--- src/rtl/shift42_frame_decoder_pkg.sv ---
// Shared definitions for the 42-bit serial frame decoder: field widths,
// FSM state encoding and the captured-frame layout.
package shift42_frame_decoder_pkg;

    localparam int unsigned ADDR_W  = 8;
    localparam int unsigned DATA_W  = 32;
    localparam int unsigned FRAME_W = 42;

    typedef enum logic [2:0] {
        ST_IDLE,
        ST_SETTLE,
        ST_DECODE,
        ST_WRITE,
        ST_READ,
        ST_SHIFT
    } state_t;

    typedef struct packed {
        logic              t;
        logic [DATA_W-1:0] data;
        logic              rw;
        logic [ADDR_W-1:0] addr;
    } frame_t;

    // Saturating 8-bit add; inc can be 2 when a reject and a drop coincide.
    function automatic logic [7:0] sat_add8(input logic [7:0] a, input logic [1:0] inc);
        logic [8:0] s;
        s = {1'b0, a} + {7'b0, inc};
        return s[8] ? 8'hFF : s[7:0];
    endfunction

endpackage

--- src/rtl/sync_edge_det.sv ---
// Two-flop synchronizer for an asynchronous enable, plus a history flop
// giving a single-cycle falling-edge pulse in the clk domain.
module sync_edge_det (
    input  logic clk,
    input  logic rst,
    input  logic async_i,
    output logic sync_o,
    output logic fall_o
);

    logic sync1_q;
    logic sync2_q;
    logic hist_q;

    always_ff @(posedge clk) begin
        if (rst) begin
            sync1_q <= 1'b0;
            sync2_q <= 1'b0;
            hist_q  <= 1'b0;
        end else begin
            sync1_q <= async_i;
            sync2_q <= sync1_q;
            hist_q  <= sync2_q;
        end
    end

    assign sync_o = sync2_q;
    assign fall_o = hist_q & ~sync2_q;

endmodule

--- src/rtl/shift42_frame_decoder.sv ---
// Captures a settled 42-bit serial frame into the clk domain and executes it
// against a local register bank; reads are also serialized MSB-first on sdo.
module shift42_frame_decoder
    import shift42_frame_decoder_pkg::*;
#(
    parameter int unsigned NREG      = 16,
    parameter logic [7:0]  ADDR_BASE = 8'h00,
    parameter int unsigned SETTLE    = 2
) (
    input  logic                 clk,
    input  logic                 rst,
    input  logic                 en_in,
    input  logic                 frm_t,
    input  logic                 frm_rw,
    input  logic [7:0]           frm_addr,
    input  logic [31:0]          frm_data,
    output logic [NREG*32-1:0]   regs_out,
    output logic                 wr_strobe,
    output logic [7:0]           wr_addr,
    output logic [31:0]          rd_data,
    output logic                 rd_valid,
    output logic                 sdo,
    output logic                 sdo_busy,
    output logic [7:0]           err_cnt,
    output logic [15:0]          frame_cnt
);

    localparam int unsigned IDX_W = (NREG > 1) ? $clog2(NREG) : 1;

    logic en_sync;
    logic eof;

    sync_edge_det u_sync (
        .clk     (clk),
        .rst     (rst),
        .async_i (en_in),
        .sync_o  (en_sync),
        .fall_o  (eof)
    );

    state_t        state_q, state_d;
    logic [15:0]   settle_cnt_q, settle_cnt_d;
    frame_t        cap_q, cap_d;
    logic [31:0]   shift_q, shift_d;
    logic [4:0]    bit_cnt_q, bit_cnt_d;
    logic          sdo_q, sdo_d;
    logic          busy_q, busy_d;
    logic [31:0]   rd_data_q, rd_data_d;
    logic          rd_valid_q, rd_valid_d;
    logic          wr_strobe_q, wr_strobe_d;
    logic [7:0]    wr_addr_q, wr_addr_d;
    logic [7:0]    err_q, err_d;
    logic [15:0]   frame_q, frame_d;
    logic [31:0]   regs_q [NREG];

    logic [7:0]       idx;
    logic [IDX_W-1:0] sel;
    logic             idx_ok;
    logic             reg_we;
    logic [1:0]       err_inc;

    assign idx    = cap_q.addr - ADDR_BASE;
    assign sel    = idx[IDX_W-1:0];
    assign idx_ok = ({1'b0, idx} < 9'(NREG));

    always_comb begin
        state_d      = state_q;
        settle_cnt_d = settle_cnt_q;
        cap_d        = cap_q;
        shift_d      = shift_q;
        bit_cnt_d    = bit_cnt_q;
        sdo_d        = 1'b0;
        busy_d       = 1'b0;
        rd_data_d    = rd_data_q;
        rd_valid_d   = 1'b0;
        wr_strobe_d  = 1'b0;
        wr_addr_d    = wr_addr_q;
        frame_d      = frame_q;
        reg_we       = 1'b0;
        err_inc      = 2'd0;

        unique case (state_q)
            ST_IDLE: begin
                if (eof) begin
                    state_d      = ST_SETTLE;
                    settle_cnt_d = 16'(SETTLE - 1);
                end
            end
            ST_SETTLE: begin
                if (en_sync) begin
                    state_d = ST_IDLE;
                end else if (settle_cnt_q == '0) begin
                    cap_d   = {frm_t, frm_data, frm_rw, frm_addr};
                    state_d = ST_DECODE;
                end else begin
                    settle_cnt_d = settle_cnt_q - 16'd1;
                end
            end
            ST_DECODE: begin
                if (!cap_q.t || !idx_ok) begin
                    err_inc = 2'd1;
                    state_d = ST_IDLE;
                end else begin
                    state_d = cap_q.rw ? ST_WRITE : ST_READ;
                end
            end
            ST_WRITE: begin
                reg_we      = 1'b1;
                wr_addr_d   = idx;
                wr_strobe_d = 1'b1;
                frame_d     = frame_q + 16'd1;
                state_d     = ST_IDLE;
            end
            ST_READ: begin
                rd_data_d  = regs_q[sel];
                rd_valid_d = 1'b1;
                frame_d    = frame_q + 16'd1;
                shift_d    = regs_q[sel];
                bit_cnt_d  = 5'd31;
                state_d    = ST_SHIFT;
            end
            ST_SHIFT: begin
                sdo_d     = shift_q[31];
                busy_d    = 1'b1;
                shift_d   = {shift_q[30:0], 1'b0};
                bit_cnt_d = bit_cnt_q - 5'd1;
                if (bit_cnt_q == '0) begin
                    state_d = ST_IDLE;
                end
            end
            default: state_d = ST_IDLE;
        endcase

        // Any EOF outside IDLE (including on the edge returning to IDLE) is dropped.
        if (eof && state_q != ST_IDLE) begin
            err_inc = err_inc + 2'd1;
        end
        err_d = sat_add8(err_q, err_inc);
    end

    always_ff @(posedge clk) begin
        if (rst) begin
            state_q      <= ST_IDLE;
            settle_cnt_q <= '0;
            cap_q        <= '0;
            shift_q      <= '0;
            bit_cnt_q    <= '0;
            sdo_q        <= 1'b0;
            busy_q       <= 1'b0;
            rd_data_q    <= '0;
            rd_valid_q   <= 1'b0;
            wr_strobe_q  <= 1'b0;
            wr_addr_q    <= '0;
            err_q        <= '0;
            frame_q      <= '0;
        end else begin
            state_q      <= state_d;
            settle_cnt_q <= settle_cnt_d;
            cap_q        <= cap_d;
            shift_q      <= shift_d;
            bit_cnt_q    <= bit_cnt_d;
            sdo_q        <= sdo_d;
            busy_q       <= busy_d;
            rd_data_q    <= rd_data_d;
            rd_valid_q   <= rd_valid_d;
            wr_strobe_q  <= wr_strobe_d;
            wr_addr_q    <= wr_addr_d;
            err_q        <= err_d;
            frame_q      <= frame_d;
        end
    end

    always_ff @(posedge clk) begin
        if (rst) begin
            for (int unsigned i = 0; i < NREG; i++) begin
                regs_q[i] <= '0;
            end
        end else if (reg_we) begin
            regs_q[sel] <= cap_q.data;
        end
    end

    for (genvar g = 0; g < NREG; g++) begin : g_regs_out
        assign regs_out[32*g +: 32] = regs_q[g];
    end

    assign wr_strobe = wr_strobe_q;
    assign wr_addr   = wr_addr_q;
    assign rd_data   = rd_data_q;
    assign rd_valid  = rd_valid_q;
    assign sdo       = sdo_q;
    assign sdo_busy  = busy_q;
    assign err_cnt   = err_q;
    assign frame_cnt = frame_q;

endmodule
--- config.mk ---
export PLATFORM = sky130hd
export DESIGN_NAME = shift42_frame_decoder
export DESIGN_NICKNAME = d
export VERILOG_FILES = /design/src/rtl/shift42_frame_decoder_pkg.sv /design/src/rtl/sync_edge_det.sv /design/src/rtl/shift42_frame_decoder.sv
export SDC_FILE = /design/constraint.sdc
export NUM_CORES = 1
export LEC_CHECK = 0
export CAP_MARGIN = 15
export CORE_MARGIN = 8
export CORE_UTILIZATION = 35
export DETAILED_ROUTE_END_ITERATION = 12
export GPL_TIMING_DRIVEN = 0
export PLACE_DENSITY = 0.68
export REMOVE_ABC_BUFFERS = 1
export SKIP_CTS_REPAIR_TIMING = 1
export SLEW_MARGIN = 20
export SYNTH_ARGS = -nofsm -noshare
export SYNTH_HDL_FRONTEND = slang
export SYNTH_SLANG_ARGS = --single-unit
--- constraint.sdc ---
create_clock -name clk -period 4.7 [get_ports clk]
set_clock_uncertainty 0.1 [all_clocks]
set_input_delay 0.705 -clock clk [delete_from_list [all_inputs] [get_ports clk]]
set_output_delay 0.705 -clock clk [all_outputs]
set_load 0.01 [all_outputs]
==> parameters.txt, run 1 <==
Parameter                              Value

Route
  Final routed wire length divided by cell count ... a little over 30 um
  Number of optimization iterations in the first detailed-route pass ... 5
  Initial DRC Count ... between 2k and 2.5k
  Post-detailed-route count of antenna-violating nets ... 0
  Total Routed Length ... approximately 120000 um
  Vias ... 22.57k
  Count of unresolved DRC violations after routing ... 0
  Per-cell via count in the routed design ... 5.451

Run status
  Outcome ... finished, final reports clean

Global routing
  Global route overflow ... 0
  All-layer global routing usage ... 25.30%
  Pin count of the biggest net entering global routing ... 83
  Number of global-route vias before repair ... 22.52k
  Global-route wire length before repair ... 171400 um
  Initial antenna violation count ... 6

Clock network
  Total clock buffers created by CTS ... 79
  Htree depth ... 3
  TritonCTS clock tree ... yes
  Clock transition at the registers of the reported paths ... 0.07 ns
  Maximum buffer depth of the clock tree ... 3
  CTS root buf ... clkbuf_16
  TritonCTS sink count ... a little under 700
  Clk Latency, worst-skew pair ... between 0.6 and 0.7 ns

Synth
  Post-synth EDFFs ... 512
  Most repeated cell in the gate-level netlist after synthesis ... and2_1
  Sequential share of the synthesized area ... 63.48%
  Count of cell types in the netlist ... 56
  Library cell with the largest summed area after synthesis ... edfxtp_1
  Summed instance area of the synthesized netlist ... slightly below 30000 um^2
  Synth Instances ... between 2k and 2.5k
  Synth Warn # ... 0
  Fraction of post-synthesis cell area in the top cell type by area ... between 50% and 60%
  List of most frequent post-synthesis cells ... and2_1 (515), edfxtp_1 (512), dfxtp_1 (173)
  Most common flop cell mapped by yosys ... edfxtp_1
  Fraction of registers with async set or reset after synthesis ... 0%
  Ranking of synthesized cells by area ... edfxtp_1 (52%), dfxtp_1 (12%), and2_1 (11%), mux2i_1 (5.5%), mux4_2 (3.9%)
  FF+latch count, synth ... a little under 700
  Avg Inst Size Synth ... ~13 um^2

Worst hold path
  Min-Delay Path Class ... reg -> reg

Power
  Share of total power consumed by net switching ... between 20% and 30%
  Power spent charging and discharging nets ... 3.363 mW
  Internal power of the cells ... between 10 and 15 mW
  Proportion of power drawn by combinational gates ... slightly below 8%
  Power per cell area ... approximately 340 nW/um^2
  Maximum VDD drop ... 0.2999 mV
  Clock group share of total power ... about 44%
  Leakage power total ... around 15 nW
  Total power draw ... around 14 mW
  Sequential Power Share ... between 40% and 50%

Die
  Initial Util ... between 30% and 40%
  Vertical die dimension ... just over 300 um
  Io pins ... 625
  Core Region ... between 80000 and 90000 um^2
  Die ar. ... between 90000 and 100000 um^2
  Die Wd ... slightly above 300 um
  Number of placement rows ... approximately 110

STA
  Slew at the pin closest to its max-slew limit ... 1.004 ns
  Sum of negative setup slack ... 0 ns
  FMAX ... between 0.2 and 0.25 GHz
  Setup-failing EPs final ... 0
  Worst slew slack as a fraction of its limit ... 33.09%
  Hold violation count in the final report ... 0
  Max Slew Vio Count ... 0
  Period Utilization, post-route ... between 90% and 100%
  Clock period minus final worst setup slack ... about 4.2 ns
  Unrepaired setup endpoints after global routing ... no

Placed design
  Half-perimeter wire length of the detailed placement result ... 93570 um
  Input/output buffers ... around 620
  Weighted congestion reported at the end of routability-driven placement ... just over 0.8

Setup path
  Critical path fanouts, max ... 32
  Worst setup SP type ... flop
  Classification of the worst setup path ... reg -> reg
  Data arrival, critical path ... 4.38 ns
  CP Data Required Time ... 4.83 ns
  Setup crit end kind ... flop

Layout
  Share of post-route cells with drive strength above 1 ... 10.95%
  Final layout net count ... around 3k
  Layout overhead on the synthesized area ... 39.32%

Run
  Count of max-cap constraint violations ... 0
## power by group through the flow
stage | combinational [mW] | clock [mW] | sequential [mW]
floorplan | 0.280 | 0 | 6.98
global placement | 0.958 | 0 | 6.97
detailed placement | 1.06 | 0 | 6.92
CTS | 1.07 | 6.22 | 6.79
global route | 1.11 | 6.41 | 6.81
finish | 1.07 | 6.12 | 6.79
## cell families (layout without fill, tap and decap cells)
family,Yosys count,after routing,share of synthesized area (%)
other cells,0,2,0
flops,685,685,63.48
fa+ha+maj,8,8,0.3626
buf+inv,195,882,2.627
compound gates,271,271,5.827
xor+xnor,24,24,0.7084
simple gates,920,920,17.58
mux,214,214,9.411
## layout by cell type, fill, tap and decap left out, types with 37 or more instances in the layout
cell | synthesis | final
nand3_1 | 37 | 37
dfxtp_1 | 173 | 170
nor2_1 | 67 | 54
mux4_2 | 52 | 52
buf_16 | 0 | 38
mux2i_1 | 162 | 162
clkbuf_16 | 0 | 79
nand2_1 | 163 | 163
edfxtp_1 | 512 | 512
and2_1 | 515 | 513
clkdlybuf4s50_1 | 0 | 623
a21oi_1 | 96 | 95
and3_1 | 60 | 60
a22oi_1 | 76 | 76
## stage by stage
step	instance area (um^2)	setup WS, ns	std cells	util, %	hold WS [ns]
2_1_floorplan	28940	-2.573	2133	-	0.3138
3_3_place_gp	36600	-13.21	3891	43.66	0.3222
3_5_place_dp	38720	-0.07641	3982	46.20	0.3330
4_1_cts	41270	-0.1145	4130	49.24	0.3355
5_1_grt	41330	0.4455	4138	49.31	0.3500
6_report	41340	0.4549	4140	49.32	0.3396
## critical path: stages, from the launching register on
cell      delay [ns]
dfxtp_1         0.61
nand3b_1        0.13
buf_4           0.22
nor2_1          0.22
nand3b_1        0.57
nor3_2          0.71
buf_6           0.27
buf_4           0.23
or2_4           0.71
## routing by layer
layer / up-vias / part of all wire, % / wire length [um] / GRT usage, %
met5: - / 0 / 0 / 0
met4: 0 / 4.0 / 5047 / 9.925
met3: 272 / 11 / 13800 / 8.288
met2: 1337 / 47 / 58590 / 41.36
met1: 11348 / 38 / 47480 / 30.93
li1: 9611 / - / - / -
## sequential cells by signal, summed over array words and instances, names as in the netlist, named ones only
signal          count
frame_cnt          16
cap_q              42
sdo                 1
u_sync.sync_o       1
regs_q            512
u_sync.sync1_q      1
settle_cnt_q       16
wr_strobe           1
wr_addr             8
state_q             3
err_cnt             8
u_sync.hist_q       1
bit_cnt_q           5
sdo_busy            1
rd_data            32
shift_q            32
rd_valid            1
## area by class of cell
type	count	area, um^2
Antenna cell	2	5.005
Fill cell	7349	42480
Clock inverter	43	449.2
Inverter	11	41.29
Timing Repair Buffer	723	8087
Clock buffer	105	2105
Tap cell	1134	1419
Multi-Input combinational cell	1437	10390
Sequential cell	685	18850
## final timing paths
kind                from       endpoint  slack (ns)  cells after the start
max           state_q[1]  regs_q[8][28]        0.45                      8
min          rd_data[21]    rd_data[21]        0.34                      2
max reg2reg   state_q[1]  regs_q[8][28]        0.45                      8
min reg2reg  rd_data[21]    rd_data[21]        0.34                      2
Note: power is estimated with default switching activity, not from simulation.
==> run 2, diff against run 1 <==
PLACE_DENSITY = 0.69   (was 0.68)
SYNTH_HIERARCHICAL = 1   (was unset)
==> parameters.txt, run 2 <==
Parameter                              Value

Synth
  Synth Instances ... 2395 (was 2317)
  Sequential share of the synthesized area ... 62.76% (was 63.48%)
  Fraction of registers with async set or reset after synthesis ... 0% (unchanged)
  Avg Inst Size Synth ... 12.53 um^2 (was 12.81 um^2)
  Compound-gate portion of the synthesized area ... 6.086% (was 5.827%)
  Synth Warn # ... 6 (was 0)
  Adder-cell area share of the yosys netlist ... 0.3585% (was 0.3626%)
  Fraction of post-synthesis cell area in the top cell type by area ... 51.23% (was 51.81%)
  List of most frequent post-synthesis cells ... and2_1 (516), edfxtp_1 (512), mux2i_1 (293) (was and2_1 (515), edfxtp_1 (512), dfxtp_1 (173))
  Largest family of logic cells by synthesized area ... simple AND/OR/NAND/NOR gates (unchanged)
  Synthesized-area fraction occupied by and/or/nand/nor cells ... 17.65% (was 17.58%)
  Area share of xor/xnor cells in the synthesized design ... 0.3502% (was 0.7084%)
  Most repeated cell in the gate-level netlist after synthesis ... and2_1 (unchanged)
  Post-synth EDFFs ... 512 (unchanged)
  Share of synthesized area spent on multiplexers ... 10.07% (was 9.411%)
  Summed instance area of the synthesized netlist ... 30010 um^2 (was 29670 um^2)
  Count of cell types in the netlist ... 65 (was 56)
  Ranking of synthesized cells by area ... edfxtp_1 (51%), dfxtp_1 (12%), and2_1 (11%), mux2i_1 (9.8%), a22oi_1 (3.9%) (was edfxtp_1 (52%), dfxtp_1 (12%), and2_1 (11%), mux2i_1 (5.5%), mux4_2 (3.9%))
  FF+latch count, synth ... 685 (unchanged)
  Most common flop cell mapped by yosys ... edfxtp_1 (unchanged)
  Library cell with the largest summed area after synthesis ... edfxtp_1 (unchanged)

Global routing
  Initial antenna violation count ... 5 (was 6)
  Number of global-route vias before repair ... 22.97k (was 22.52k)
  Global-route wire length before repair ... 168800 um (was 171400 um)
  Pin count of the biggest net entering global routing ... 61 (was 83)
  Global route overflow ... 0 (unchanged)
  All-layer global routing usage ... 24.51% (was 25.30%)

Route
  Vias ... 23.13k (was 22.57k)
  Per-cell via count in the routed design ... 5.482 (was 5.451)
  Count of unresolved DRC violations after routing ... 0 (unchanged)
  Post-detailed-route count of antenna-violating nets ... 0 (unchanged)
  Total Routed Length ... 123300 um (was 124900 um)
  Final routed wire length divided by cell count ... 29.21 um (was 30.17 um)
  Initial DRC Count ... 2470 (was 2442)
  Number of optimization iterations in the first detailed-route pass ... 6 (was 5)

STA
  Setup-failing EPs final ... 0 (unchanged)
  Hold violation count in the final report ... 0 (unchanged)
  Worst slew slack as a fraction of its limit ... 38.28% (was 33.09%)
  Period Utilization, post-route ... 96.59% (was 90.32%)
  Clock period minus final worst setup slack ... 4.540 ns (was 4.245 ns)
  Unrepaired setup endpoints after global routing ... no (unchanged)
  Max Slew Vio Count ... 0 (unchanged)
  FMAX ... 0.2203 GHz (was 0.2356 GHz)
  Worst slack on hold paths ... 0.3492 ns (was 0.3396 ns)
  Slew at the pin closest to its max-slew limit ... 0.9129 ns (was 1.004 ns)

Power
  Proportion of power drawn by combinational gates ... 7.6% (was 7.7%)
  Power per cell area ... 337.4 nW/um^2 (was 338.3 nW/um^2)
  Internal power of the cells ... 10.76 mW (was 10.62 mW)
  Leakage power total ... 14.60 nW (was 14.80 nW)
  Share of total power consumed by net switching ... 23.39% (was 24.05%)
  Total power draw ... 14.04 mW (was 13.99 mW)
  Maximum VDD drop ... 0.2404 mV (was 0.2999 mV)
  Sequential Power Share ... 48.4% (was 48.6%)
  Clock group share of total power ... 44.0% (was 43.8%)
  Power spent charging and discharging nets ... 3.285 mW (was 3.363 mW)

Run
  Count of max-cap constraint violations ... 0 (unchanged)

Die
  Core Region ... 85010 um^2 (was 83820 um^2)
  Initial Util ... 35.31% (was 35.40%)
  Die ar. ... 95380 um^2 (was 94350 um^2)
  Io pins ... 625 (unchanged)
  Vertical die dimension ... 308.8 um (was 307.2 um)
  Number of placement rows ... 107 (was 106)
  Die Wd ... 308.8 um (was 307.2 um)

Clock network
  CTS root buf ... clkbuf_16 (unchanged)
  TritonCTS clock tree ... yes (unchanged)
  TritonCTS sink count ... 685 (unchanged)
  Maximum buffer depth of the clock tree ... 3 (unchanged)
  Htree depth ... 3 (unchanged)
  Clock transition at the registers of the reported paths ... 0.06 ns (was 0.07 ns)
  Total clock buffers created by CTS ... 76 (was 79)
  Clk Latency, worst-skew pair ... 0.62 ns (was 0.64 ns)

Setup path
  Worst setup SP type ... flop (unchanged)
  Crit path max-delay cell type ... or4_1 (was nor3_2)
  Largest stage delay on the critical path ... 0.94 ns (was 0.71 ns)
  Classification of the worst setup path ... reg -> reg (unchanged)
  Setup crit end kind ... flop (unchanged)
  Critical path fanouts, max ... 32 (unchanged)
  Data arrival, critical path ... 4.66 ns (was 4.38 ns)
  Cell breakdown of the critical path ... nand3b_1 > or4_1 > nor3_4 > or2_4 (was nand3b_1 > buf_4 > nor2_1 > nand3b_1 > nor3_2 > buf_6 > buf_4 > or2_4)
  CP Data Required Time ... 4.82 ns (was 4.83 ns)

Layout
  Biggest regs ... regs_q (512), cap_q (42) (unchanged)
  Layout overhead on the synthesized area ... 38.68% (was 39.32%)
  Final layout net count ... 3058 (was 2990)
  Register name with the most flops ... regs_q (unchanged)
  Commonest cells after routing, fill and taps aside ... clkdlybuf4s50_1 (623), and2_1 (515), edfxtp_1 (512) (was clkdlybuf4s50_1 (623), and2_1 (513), edfxtp_1 (512))
  Share of post-route cells with drive strength above 1 ... 9.123% (was 10.95%)
  Number of flip-flops under the largest register name ... 512 (unchanged)
  Most common cell after layout, fill and taps aside ... clkdlybuf4s50_1 (unchanged)
  Number of filler cells placed in the layout ... 7379 (was 7349)

Placed design
  Half-perimeter wire length of the detailed placement result ... 90780 um (was 93570 um)
  Input/output buffers ... 624 (unchanged)
  Weighted congestion reported at the end of routability-driven placement ... 0.8277 (was 0.8242)

Run status
  Outcome ... finished, final reports clean (unchanged)

Worst hold path
  Min-Delay Path Class ... reg -> reg (unchanged)
run 2: cell types whose count changed after synthesis, sizes merged, moves of 11 or more:
| cell | previous run | this run |
|---|---|---|
| mux4 | 52 | 2 |
| xor2 | 20 | 9 |
| a221oi | 26 | 0 |
| nor2 | 67 | 35 |
| and3 | 60 | 3 |
| nand3 | 37 | 131 |
| a22oi | 76 | 156 |
| nand2 | 163 | 144 |
| mux2i | 162 | 293 |
| a21oi | 96 | 36 |
| o31ai | 0 | 11 |
| o21ai | 47 | 22 |
run 2: area by class of cell:
class	instances	area, um^2	area share (%)
Inverter	15	61.31	0.1473
Tap cell	1144	1431	3.439
Timing Repair Buffer	717	8000	19.22
Sequential cell	685	18840	45.27
Clock buffer	104	2138	5.137
Antenna cell	7	17.52	0.04209
Clock inverter	38	455.4	1.094
Multi-Input combinational cell	1510	10680	25.65
run 2: power groups by stage:
stage / Clock [mW] / Sequential [mW] / Combinational (mW)
6_report: 6.18 / 6.80 / 1.06
5_1_grt: 6.45 / 6.81 / 1.10
4_1_cts: 6.24 / 6.79 / 1.06
3_5_place_dp: 0 / 6.92 / 1.06
3_3_place_gp: 0 / 6.97 / 0.989
2_1_floorplan: 0 / 6.98 / 0.311
run 2: path summary, 6_finish.rpt:
| kind | from | to | slack, ns | depth (start not counted) |
|---|---|---|---|---|
| hold reg to reg | u_sync/sync1_q | u_sync/sync_o | 0.35 | 1 |
| setup reg to reg | state_q[0] | regs_q[0][20] | 0.16 | 4 |
| hold / removal | u_sync/sync1_q | u_sync/sync_o | 0.35 | 1 |
| setup / recovery | state_q[0] | regs_q[0][20] | 0.16 | 4 |
run 2: kinds of logic after synthesis:
| family | after synthesis |
|---|---|
| adder cells (fa/ha/maj) | 8 |
| AND/OR/NAND/NOR | 931 |
| buffers and inverters | 200 |
| XOR/XNOR | 12 |
| AO/OA/AOI/OAI | 260 |
| flip-flops | 685 |
| multiplexers | 299 |
run 2: worst max-delay path, delay by kind of cell, from the launching register on:
kind / cells / cell delay [ns]
AND/OR/NAND/NOR: 4 / 3.14
flip-flops: 1 / 0.84
run 2: through the flow:
| stage | cell area [um^2] | utilization, % | setup TNS [ns] | setup WS, ns | cells |
|---|---|---|---|---|---|
| floorplan | 29250 | - | -454.13 | -5.254 | 2210 |
| global placement | 36930 | 43.44 | -5187.88 | -10.37 | 3978 |
| detailed placement | 39010 | 45.89 | 0 | 0.3687 | 4071 |
| CTS | 41600 | 48.94 | 0 | 0.3523 | 4213 |
| global route | 41600 | 48.94 | 0 | 0.2219 | 4213 |
| finish | 41620 | 48.96 | 0 | 0.1603 | 4220 |
run 2: layer usage:
| layer | track usage, % | wire length, um | part of all wire, % | vias to the layer above |
|---|---|---|---|---|
| met4 | 11.21 | 6126 | 5.0 | 0 |
| met1 | 29.76 | 46640 | 38 | 11518 |
| met5 | 0 | 0 | 0 | - |
| met3 | 6.672 | 12910 | 10 | 287 |
| li1 | - | - | - | 9924 |
| met2 | 40.62 | 57600 | 47 | 1404 |
